File: config.mk
export PLATFORM = sky130hd
export DESIGN_NAME = c7seg_mux
export DESIGN_NICKNAME = d
export VERILOG_FILES = /design/src/rtl/c7seg_mux.sv
export SDC_FILE = /design/constraint.sdc
export NUM_CORES = 1
export LEC_CHECK = 0
export CAP_MARGIN = 40
export CORE_MARGIN = 2
export CORE_UTILIZATION = 30
export CTS_BUF_LIST = sky130_fd_sc_hd__clkbuf_16
export DETAILED_ROUTE_END_ITERATION = 7
export MAX_ROUTING_LAYER = met4
export PLACE_DENSITY = 0.44
export SETUP_SLACK_MARGIN = 0.3
export SKIP_CTS_REPAIR_TIMING = 1
export SYNTH_ARGS = -nofsm -noshare
export SYNTH_HDL_FRONTEND = slang
export SYNTH_SLANG_ARGS = --single-unit
export TNS_END_PERCENT = 1
File: constraint.sdc
create_clock -name clk -period 2.58 [get_ports clk]
set_input_delay 0.258 -clock clk [delete_from_list [all_inputs] [get_ports clk]]
set_output_delay 0.258 -clock clk [all_outputs]
set_load 0.005 [all_outputs]
File: src/rtl/c7seg_mux.sv
// c7seg_mux: time-multiplexed common-anode 7-segment driver with a decode back buffer and a scanned front buffer.
// Build option: define C7SEG_HEX_EN to show codes 10..15 as A,b,C,d,E,F instead of blank.
module c7seg_mux #(
    parameter int DIGITS   = 4,
    parameter int PRESCALE = 50000
) (
    input  logic                  clk,
    input  logic                  rst_n,
    input  logic                  en,
    input  logic                  load,
    input  logic [4*DIGITS-1:0]   data_in,
    input  logic [DIGITS-1:0]     dp_in,
    output logic                  conv_wait,
    output logic [7:0]            seg_out,
    output logic [DIGITS-1:0]     dig_sel
);

    localparam int IW = (DIGITS > 1) ? $clog2(DIGITS) : 1;
    localparam int PW = $clog2(PRESCALE);
    localparam logic [IW-1:0]     LAST_IDX  = IW'(DIGITS - 1);
    localparam logic [PW-1:0]     LAST_TICK = PW'(PRESCALE - 1);
    localparam logic [DIGITS-1:0] ONE_HOT0  = DIGITS'(1);

    typedef enum logic [1:0] {
        IDLE = 2'd0,
        CONV = 2'd1,
        SWAP = 2'd2
    } state_t;

    state_t          state;
    state_t          state_next;

    logic [IW-1:0]   idx;
    logic [3:0]      nib_sh [DIGITS];
    logic [DIGITS-1:0] dp_sh;
    logic [7:0]      back  [DIGITS];
    logic [7:0]      front [DIGITS];

    logic [PW-1:0]   presc;
    logic [IW-1:0]   scan_idx;

    // Active-high gfedcba glyph; unknown codes stay dark so only the DP can light.
    function automatic logic [6:0] glyph(input logic [3:0] code);
        logic [6:0] g;
        g = 7'h00;
        case (code)
            4'h0: g = 7'h3F;
            4'h1: g = 7'h06;
            4'h2: g = 7'h5B;
            4'h3: g = 7'h4F;
            4'h4: g = 7'h66;
            4'h5: g = 7'h6D;
            4'h6: g = 7'h7D;
            4'h7: g = 7'h07;
            4'h8: g = 7'h7F;
            4'h9: g = 7'h6F;
`ifdef C7SEG_HEX_EN
            4'hA: g = 7'h77;
            4'hB: g = 7'h7C;
            4'hC: g = 7'h39;
            4'hD: g = 7'h5E;
            4'hE: g = 7'h79;
            4'hF: g = 7'h71;
`else
            4'hA, 4'hB, 4'hC, 4'hD, 4'hE, 4'hF: g = 7'h00;
`endif
            default: g = 7'h00;
        endcase
        return g;
    endfunction

    always_ff @(posedge clk or negedge rst_n) begin
        if (!rst_n) begin
            state <= IDLE;
        end else if (en) begin
            state <= state_next;
        end
    end

    always_comb begin
        state_next = state;
        case (state)
            IDLE:    if (load) state_next = CONV;
            CONV:    if (idx == LAST_IDX) state_next = SWAP;
            SWAP:    state_next = IDLE;
            default: state_next = IDLE;
        endcase
    end

    // Busy for the whole CONV+SWAP window, which is exactly DIGITS+1 cycles.
    assign conv_wait = (state != IDLE);

    always_ff @(posedge clk or negedge rst_n) begin
        if (!rst_n) begin
            idx   <= '0;
            dp_sh <= '0;
            for (int i = 0; i < DIGITS; i++) begin
                nib_sh[i] <= 4'h0;
                back[i]   <= 8'hFF;
                front[i]  <= 8'hFF;
            end
        end else if (en) begin
            case (state)
                IDLE: begin
                    if (load) begin
                        idx   <= '0;
                        dp_sh <= dp_in;
                        for (int i = 0; i < DIGITS; i++) begin
                            nib_sh[i] <= data_in[4*i +: 4];
                        end
                    end
                end
                CONV: begin
                    back[idx] <= ~{dp_sh[idx], glyph(nib_sh[idx])};
                    if (idx != LAST_IDX) begin
                        idx <= idx + IW'(1);
                    end
                end
                SWAP: begin
                    for (int i = 0; i < DIGITS; i++) begin
                        front[i] <= back[i];
                    end
                end
                default: ;
            endcase
        end
    end

    // Scanning reads only the front buffer, so a frame in conversion never tears the display.
    always_ff @(posedge clk or negedge rst_n) begin
        if (!rst_n) begin
            presc    <= '0;
            scan_idx <= '0;
            seg_out  <= 8'hFF;
            dig_sel  <= '1;
        end else if (en) begin
            if (presc == LAST_TICK) begin
                presc    <= '0;
                scan_idx <= (scan_idx == LAST_IDX) ? '0 : scan_idx + IW'(1);
            end else begin
                presc <= presc + PW'(1);
            end
            seg_out <= front[scan_idx];
            dig_sel <= ~(ONE_HOT0 << scan_idx);
        end else begin
            seg_out <= 8'hFF;
            dig_sel <= '1;
        end
    end

endmodule

==> impl_metrics.env <==
export IMPL_drive_gt1_frac=0.4195
export IMPL_post_dp_hpwl_um=7137
export IMPL_cts_buffers=17
export IMPL_placed_cell_area_um2=5911
export IMPL_syn_area_um2=5265
export IMPL_final_max_slew_viol_count=0
export IMPL_synth_area_per_cell_um2=12.94
export IMPL_synth_edf_count=0
export IMPL_synthArstFlopShare=1.000
export IMPL_post_place_ws_ns=0.3007
export IMPL_hold_path_class="in -> async"
export IMPL_synthDistinctLibCells=39
export IMPL_gp_congestion=0.7384
export IMPL_h_tree_depth=4
export IMPL_irDropWorstVdd_uv=536.2
export IMPL_cp_end_kind="flop"
export IMPL_portBuffers=36
export IMPL_max_cap_viol_count=0
export IMPL_holdWs_ns=0.3631
export IMPL_met3_usage=0.03803
export IMPL_ys_seq_area_frac=0.5789
export IMPL_area_delta_synth_final_pct=23.81
export IMPL_nets=497
export IMPL_cp_max_fo=9
export IMPL_antenna_found_initial=0
export IMPL_die_area_um2=18630
export IMPL_setup_tns_ns=0
export IMPL_startpoint_type="flop"
export IMPL_met1_usage=0.1612
export IMPL_n_antenna_cell=0
export IMPL_clk_latency_ns=0.41
export IMPL_cts_tree="done"
export IMPL_drt_iter0_markers=170
export IMPL_finalWirelength_um=10570
export IMPL_final_antenna_net_count=0
export IMPL_p_leak_nw=2.732
export IMPL_fin_area_um2=6519
export IMPL_reg2reg_slack_ns=0.48
export IMPL_cts_buffer_depth=2
export IMPL_power_mw=7.762
export IMPL_cts_root_buf="clkbuf_16"
export IMPL_period_needed_ns=2.101
export IMPL_grt_pass1_vias=3539
export IMPL_coreArea_um2=17240
export IMPL_die_x_um=136.5
export IMPL_grt_overflow_total=0
export IMPL_synth_seq_cells=118
export IMPL_drc=0
export IMPL_grt_max_degree=58
export IMPL_crit_arrival_ns=2.38
export IMPL_clkSinkCount=118
export IMPL_rsz0062_at_grt="no"
export IMPL_finalSetupViolCount=0
export IMPL_max_freq_ghz=0.4761
export IMPL_reg2reg_depth=4
export IMPL_synth_nets=445
export IMPL_powerDensity_nw_per_um2=1191
export IMPL_rows=48
export IMPL_path_clk_slew_ns=0.05
export IMPL_num_vias=3252
export IMPL_finalCritPeriodShare=0.8142
export IMPL_wl_per_cell_um=15.16
export IMPL_grt_pass1_wl_um=18060
export IMPL_r2r_start="presc[5]$_DFFE_PN0P_"
export IMPL_crit_start="presc[5]$_DFFE_PN0P_"
export IMPL_die_y_um=136.5
export IMPL_grtUsageTotal=0.1323
export IMPL_firstDrtPassIters=4
export IMPL_setup_ws_ns=0.4794
export IMPL_grt_busiest_layer="met2"
export IMPL_io_pins=37
export IMPL_status="finished, final reports clean"
export IMPL_required_ns=2.85
export IMPL_synthFlopType="dfstp_2"
export IMPL_slew_limit_headroom=0.5824
export IMPL_start_util=0.3055
export IMPL_criticalPathCategory="reg -> reg"
export IMPL_use_met2=0.2047
export IMPL_yosysWarnings=0
export IMPL_hold_viol_final=0
export IMPL_viasPerCell=4.666
export IMPL_syn_inst=407
export IMPL_tightest_slew_ns=0.6264
export IMPL_fin_skew_ns=0.008046
-- cell usage in the layout, fill, tap and decap left out, drive strengths merged, types with 2 or more instances in the layout --
cell type      synthesis  layout
nand2                 40      40
clkinv                 0       8
xnor2                  8       8
nor4                   2       2
nor2b                  2       2
clkbuf                11      18
xor2                   6       6
or3b                   2       2
nand3                 12      12
nand3b                 2       2
clkdlybuf4s50          0      35
nand2b                 8       8
mux4                  13      13
inv                   13      16
mux2                  53      53
and2                   2       2
buf                   10      18
ha                    14      14
nor2                  12      12
a31oi                  5       5
a21oi                  9       9
o21ai                 43      43
and3                   3       3
dfstp                 76      76
nand4                  7       7
dfrtp                 42      42
mux2i                  2       2
and4                   3       3
bufinv                 0       2
-- final cells by class --
cell class | count | area [um2]
clock buffers | 18 | 450.4
clock inverters | 14 | 116.4
fillers | 1646 | 10720
inverters | 13 | 48.80
multi-input cells | 255 | 2064
flip-flops and latches | 118 | 3049
well taps | 225 | 281.5
repair buffers | 54 | 508.0
-- state kept, by name, indices dropped and copies added (netlist names) --
signal    cells
scan_idx      2
front        32
back         32
state         2
presc        16
dig_sel       4
nib_sh       16
dp_sh         4
idx           2
seg_out       8
-- metrics by stage --
stage / utilization / instances
after detailed placement: 0.3429 / 660
after floorplan: - / 407
after global routing: 0.3782 / 697
after global placement: 0.3429 / 660
after CTS: 0.3758 / 692
final: 0.3782 / 697
-- per-layer routing --
metal  vias up  part of all wire
li1       1534                 -
met1      1640              0.46
met2        58              0.48
met3        20             0.040
met4         0             0.019
met5         -                 0
-- synthesized netlist by cell type, types with 2 or more instances --
library cell   n  area (um2)
buf_6          2       22.52
o21ai_2        6       52.55
nor2b_1        2       12.51
nor2_1        12       45.04
and4_1         3       26.28
nand3_1       12       60.06
xnor2_1        8       70.07
inv_1         13       48.80
a21oi_1        9       45.04
mux2_2        53       596.8
clkbuf_1      11       41.29
dfstp_2       76        1997
nand2b_1       8       50.05
a31oi_1        5       31.28
dfrtp_1       42        1051
o21ai_0       37       185.2
mux2i_1        2       20.02
nand4_1        7       43.79
and2_1         2       12.51
nand3b_1       2       15.01
and3_1         3       18.77
buf_2          5       25.02
nand2_1       40       150.1
buf_1          2       7.510
xor2_1         6       52.55
mux4_2        13       292.8
ha_1          14       175.2
-- report_power, final --
group / leakage (nW) / switching, mW / internal (mW)
Sequential: 1.31 / 0.431 / 2.83
Combinational: 1.13 / 1.13 / 1.11
Clock: 0.293 / 0.810 / 1.45
-- cells by family after synthesis --
kind of cell,synth area share
compound gates,0.06464
xor+xnor,0.02329
fa+ha+maj,0.03327
buf+inv,0.02899
flops,0.5789
mux,0.1728
simple gates,0.09815
-- worst paths after layout --
| kind | to |
|---|---|
| max in group asynchronous | front[2]$_DFFE_PN1P_ |
| worst min register to register | back[31]$_DFFE_PN1P_ |
| worst max-delay path | scan_idx[0]$_DFFE_PN0P_ |
| min in group clk | nib_sh[3]$_DFFE_PN0P_ |
| worst min-delay path | nib_sh[6]$_DFFE_PN0P_ |
| worst max register to register | scan_idx[0]$_DFFE_PN0P_ |
-- worst max-delay path: stages (launching register included) --
cell and delay, ns:
dfrtp_1 0.43, or4_1 0.60, nor4_4 0.39, and2_1 0.42
o21ai_0 0.14
No activity file was read; power rests on OpenSTA's default activity.
==> variant 1: new RTL, config.mk and constraints unchanged <==
Encoding of `state_t`: now one-hot (3 bits for 3 states).
--- a/src/rtl/c7seg_mux.sv
+++ b/src/rtl/c7seg_mux.sv
@@ -23,6 +23,6 @@
 
-    typedef enum logic [1:0] {
-        IDLE = 2'd0,
-        CONV = 2'd1,
-        SWAP = 2'd2
+    typedef enum logic [2:0] {
+        IDLE = 3'b001,
+        CONV = 3'b010,
+        SWAP = 3'b100
     } state_t;
Function: no difference found for any inputs over 10 cycles, from zero or initial values and one cycle with rst_n low; not proved beyond that.
==> variant 1 against the original RTL <==
Cell count is 1.3% lower; highest routed layer unchanged; sequential cell count is 1 higher; combinational power is 26% lower; synthesized area is 2.4% higher; power is 18% lower; global-route usage is 0.67 points lower; final area is 1.0% higher; largest cell class unchanged; critical endpoint is now conv_wait; wire length is 0.24% higher; first-iteration DRC count is 18% lower; sequential power is 17% lower; register-to-register slack worse by 0.03 ns; setup slack worse by 0.095 ns.
==> variant 1: results (changes against the original RTL) <==
final hold slack=0.2383 ns (-0.1248 ns); first-pass GRT wire length=18.17 mm (+0.65%); sequential-to-total area share from yosys stat=0.5699 (-0.008960); clock network power share=0.320 (+0.029); Worst path slowest cell=dfstp_2; synth top area cells=dfstp_2, dfrtp_1, mux2_2; drt initial violations=139 (-18%); worst setup path startpoint=state[0]$_DFFE_PN1P_; number of global-route vias before repair=3,396 (-4.0%); xor/xnor share of the synthesized area=0.01461 (-0.008675); Max Clock Skew=0.008288 ns (+0.0002420 ns); Max VDD drop=539.9 uV (+0.70%); Worst Path Arrival=1.94 ns (-0.44 ns); status=completed; Worst R2R Setup Slack=0.45 ns (-0.03 ns); total number of vias=3,199 (-1.6%); fillers=1,734 (+5.3%); compound-cell area share of the yosys netlist=0.05567 (-0.008967); most common library cells after synthesis=dfstp_2, mux2_2, dfrtp_1, nand2_1, nor2_1; dpl cell area=6058 um^2 (+2.5%); mux contribution to synthesized area=0.1997 (+0.02696); DR WL/cell=15.39 um (+1.5%); Synth Area per Inst=13.48 um^2 (+4.2%); Post-DP HPWL=7.193 mm (+0.77%); Total GRT Usage=0.1256 (-0.006680); capture point of the worst path=conv_wait; Gate power share=0.259 (-0.030); FF-to-FF path depth=6 (+2); sw frac=0.3032 (-0.002664); library cells used by synthesis=48 (+23%); Layout Nets=485 (-2.4%); post-layout util=0.3703 (-0.007891); Non-Filler Instances=688 (-1.3%); Inst Count DP=656 (-0.61%); FF-to-FF End=back[3]$_DFFE_PN1P_; CP max FO=7 (-2); fraction of layout cells with a size suffix above 1=0.4357 (+0.01624); largest net degree at the start of global routing=77 (+33%)
## variant 1: final cells by class
class / instances / area (um^2) / share of cell area
sequential: 119 / 3074 / 0.4669
tap: 229 / 286.5 / 0.04352
multi-input combinational: 250 / 2210 / 0.3356
timing repair buffer: 45 / 452.9 / 0.06880
clock inverter: 14 / 82.58 / 0.01254
inverter: 14 / 52.55 / 0.007982
clock buffer: 17 / 425.4 / 0.06461
## variant 1: critical path, delay by kind of cell (launching register included)
kind	cells	cell delay, ns
buffers and inverters	1	0.46
DFF	1	0.60
and+or+nand+nor	1	0.47
## variant 1: cell families (layout without fill, tap and decap cells)
group	count (synthesis)	count (layout)
simple gates	100	100
fa+ha+maj	14	14
flops	119	119
mux	83	83
xor+xnor	9	9
buf+inv	31	90
compound gates	44	44
## variant 1: metal layers
layer | wire length [um] | GRT usage
met1 | 5016 | 0.1566
met2 | 5029 | 0.1894
met3 | 334 | 0.04157
met4 | 210 | 0.04995
met5 | 0 | -
==> variant 2: new RTL, same flow settings <==
Without the edit above. The option `C7SEG_HEX_EN` is turned on by a define.
--- a/src/rtl/c7seg_mux.sv
+++ b/src/rtl/c7seg_mux.sv
@@ -2,2 +2,4 @@
 // Build option: define C7SEG_HEX_EN to show codes 10..15 as A,b,C,d,E,F instead of blank.
+`define C7SEG_HEX_EN
+
 module c7seg_mux #(
Formal check against the unedited RTL: not equivalent (Yosys sat finds a counterexample within 10 cycles, from zero or initial values and one cycle with rst_n low).
==> variant 2 against the original RTL <==
Wire length decreased by 2.8%; final area about the same; power decreased by 0.79%; first-iteration DRC count decreased by 14%; sequential cell count unchanged; count of clock-buffer cells in the layout increased by 1; setup slack got worse by 0.068 ns; synthesized area decreased by 0.21%; largest cell class unchanged; largest power group unchanged.
==> variant 2: results (changes against the original RTL) <==
CP Class=reg2reg; syn_nets=450 (+1.1%); HP Class=in2async; Non-Filler Instances=699 (+0.29%); Max VDD drop=494.8 uV (-7.7%); total number of vias=3,135 (-3.6%); Max Clock Skew=0.007600 ns (-0.0004456 ns); maximum root-to-sink buffer count=2 (unchanged); CP max FO=12 (+3); root buffer cell=clkbuf_16; Num CTS Buffers=17 (unchanged); Switch Pwr=2.308 mW (-2.8%); worst setup path startpoint=idx[0]$_DFFE_PN0P_; Async SR Flop Fraction=1.000 (unchanged); clk_lat worst skew=0.41 ns (about the same); Inst Count DP=666 (+0.91%); Post-DP HPWL=6.867 mm (-3.8%); library cells used by synthesis=42 (+7.7%); FF-to-FF path depth=4 (unchanged); Yosys warnings=0 (unchanged); synth top area cells=dfstp_2, dfrtp_1, mux2_2; initial antenna violation count=0 (unchanged); final hold slack=0.3971 ns (+0.03400 ns); status=completed; Max H-tree Level=4 (unchanged); largest registers=back: 32 flops, front: 32 flops; Worst R2R Setup Slack=0.41 ns (-0.07 ns); I/O Buffers=36 (unchanged); fraction of layout cells with a size suffix above 1=0.3987 (-0.02076); Slew HR=0.6007 (+0.01834); ant diodes=0 (unchanged); Worst Path Arrival=2.48 ns (+0.10 ns); FMAX=0.4610 GHz (-3.2%); FF-to-FF End=back[17]$_DFFE_PN1P_; first-pass GRT wire length=17.69 mm (-2.0%); Layout Nets=501 (+0.80%); largest net degree at the start of global routing=52 (-10%); DR WL/cell=14.69 um (-3.1%); Main synth FF type=dfstp_2; cell leakage power=2.718 nW (-0.52%); Placer Congestion=0.7456 (+0.98%); Synth Area per Inst=12.78 um^2 (-1.2%); Total GRT Usage=0.1297 (-0.002609); number of global-route vias before repair=3,406 (-3.8%); sequential-to-total area share from yosys stat=0.5801 (+0.001241); drt initial violations=146 (-14%); most common library cells after synthesis=dfstp_2, mux2_2, nand2_1, dfrtp_1, o21ai_0
[variant 2: cells by family (layout without fill, tap and decap cells)]
group,Yosys count,after routing,share of synthesized area
XOR/XNOR,12,12,0.02000
buffers and inverters,32,95,0.02596
flip-flops,118,118,0.5801
multiplexers,68,68,0.1739
AO/OA/AOI/OAI,58,58,0.05954
AND/OR/NAND/NOR,108,108,0.1048
adder cells (fa/ha/maj),15,15,0.03572
[variant 2: metrics by stage]
stage               worst slack [ns]  instance area, um^2
detailed placement           0.06177                 5919
global placement              0.1726                 5919
global route                  0.2203                 6524
finish                        0.4109                 6524
CTS                          0.04428                 6501
floorplan                     0.6320                 5254
[variant 2: power groups by stage]
stage | registers, mW | logic (mW) | clock network [mW]
after detailed placement | 3.25 | 2.16 | 0
after global placement | 3.23 | 2.12 | 0
after global routing | 3.32 | 2.50 | 2.45
after CTS | 3.23 | 2.18 | 2.36
after floorplan | 3.04 | 1.72 | 0
final | 3.21 | 2.19 | 2.30
[variant 2: cell type report]
type | count | area (um^2)
inverter | 12 | 45.04
clock inverter | 12 | 106.4
fill | 1653 | 10710
sequential | 118 | 3049
clock buffer | 19 | 475.5
tap | 225 | 281.5
timing repair buffer | 52 | 493.0
multi-input combinational | 261 | 2073
[variant 2: layer usage]
metal	GRT usage	up-vias	wire (um)
li1	-	1529	-
met1	0.1667	1548	4994
met2	0.1940	48	4810
met3	0.04027	10	342
met4	0.04514	0	117
met5	-	-	0
[variant 2: worst max-delay path, cell delays in order (launching register included)]
cell	delay (ns)
dfrtp_2	0.51
mux4_2	0.70
mux2_2	0.32
a22oi_1	0.38
o21ai_0	0.16
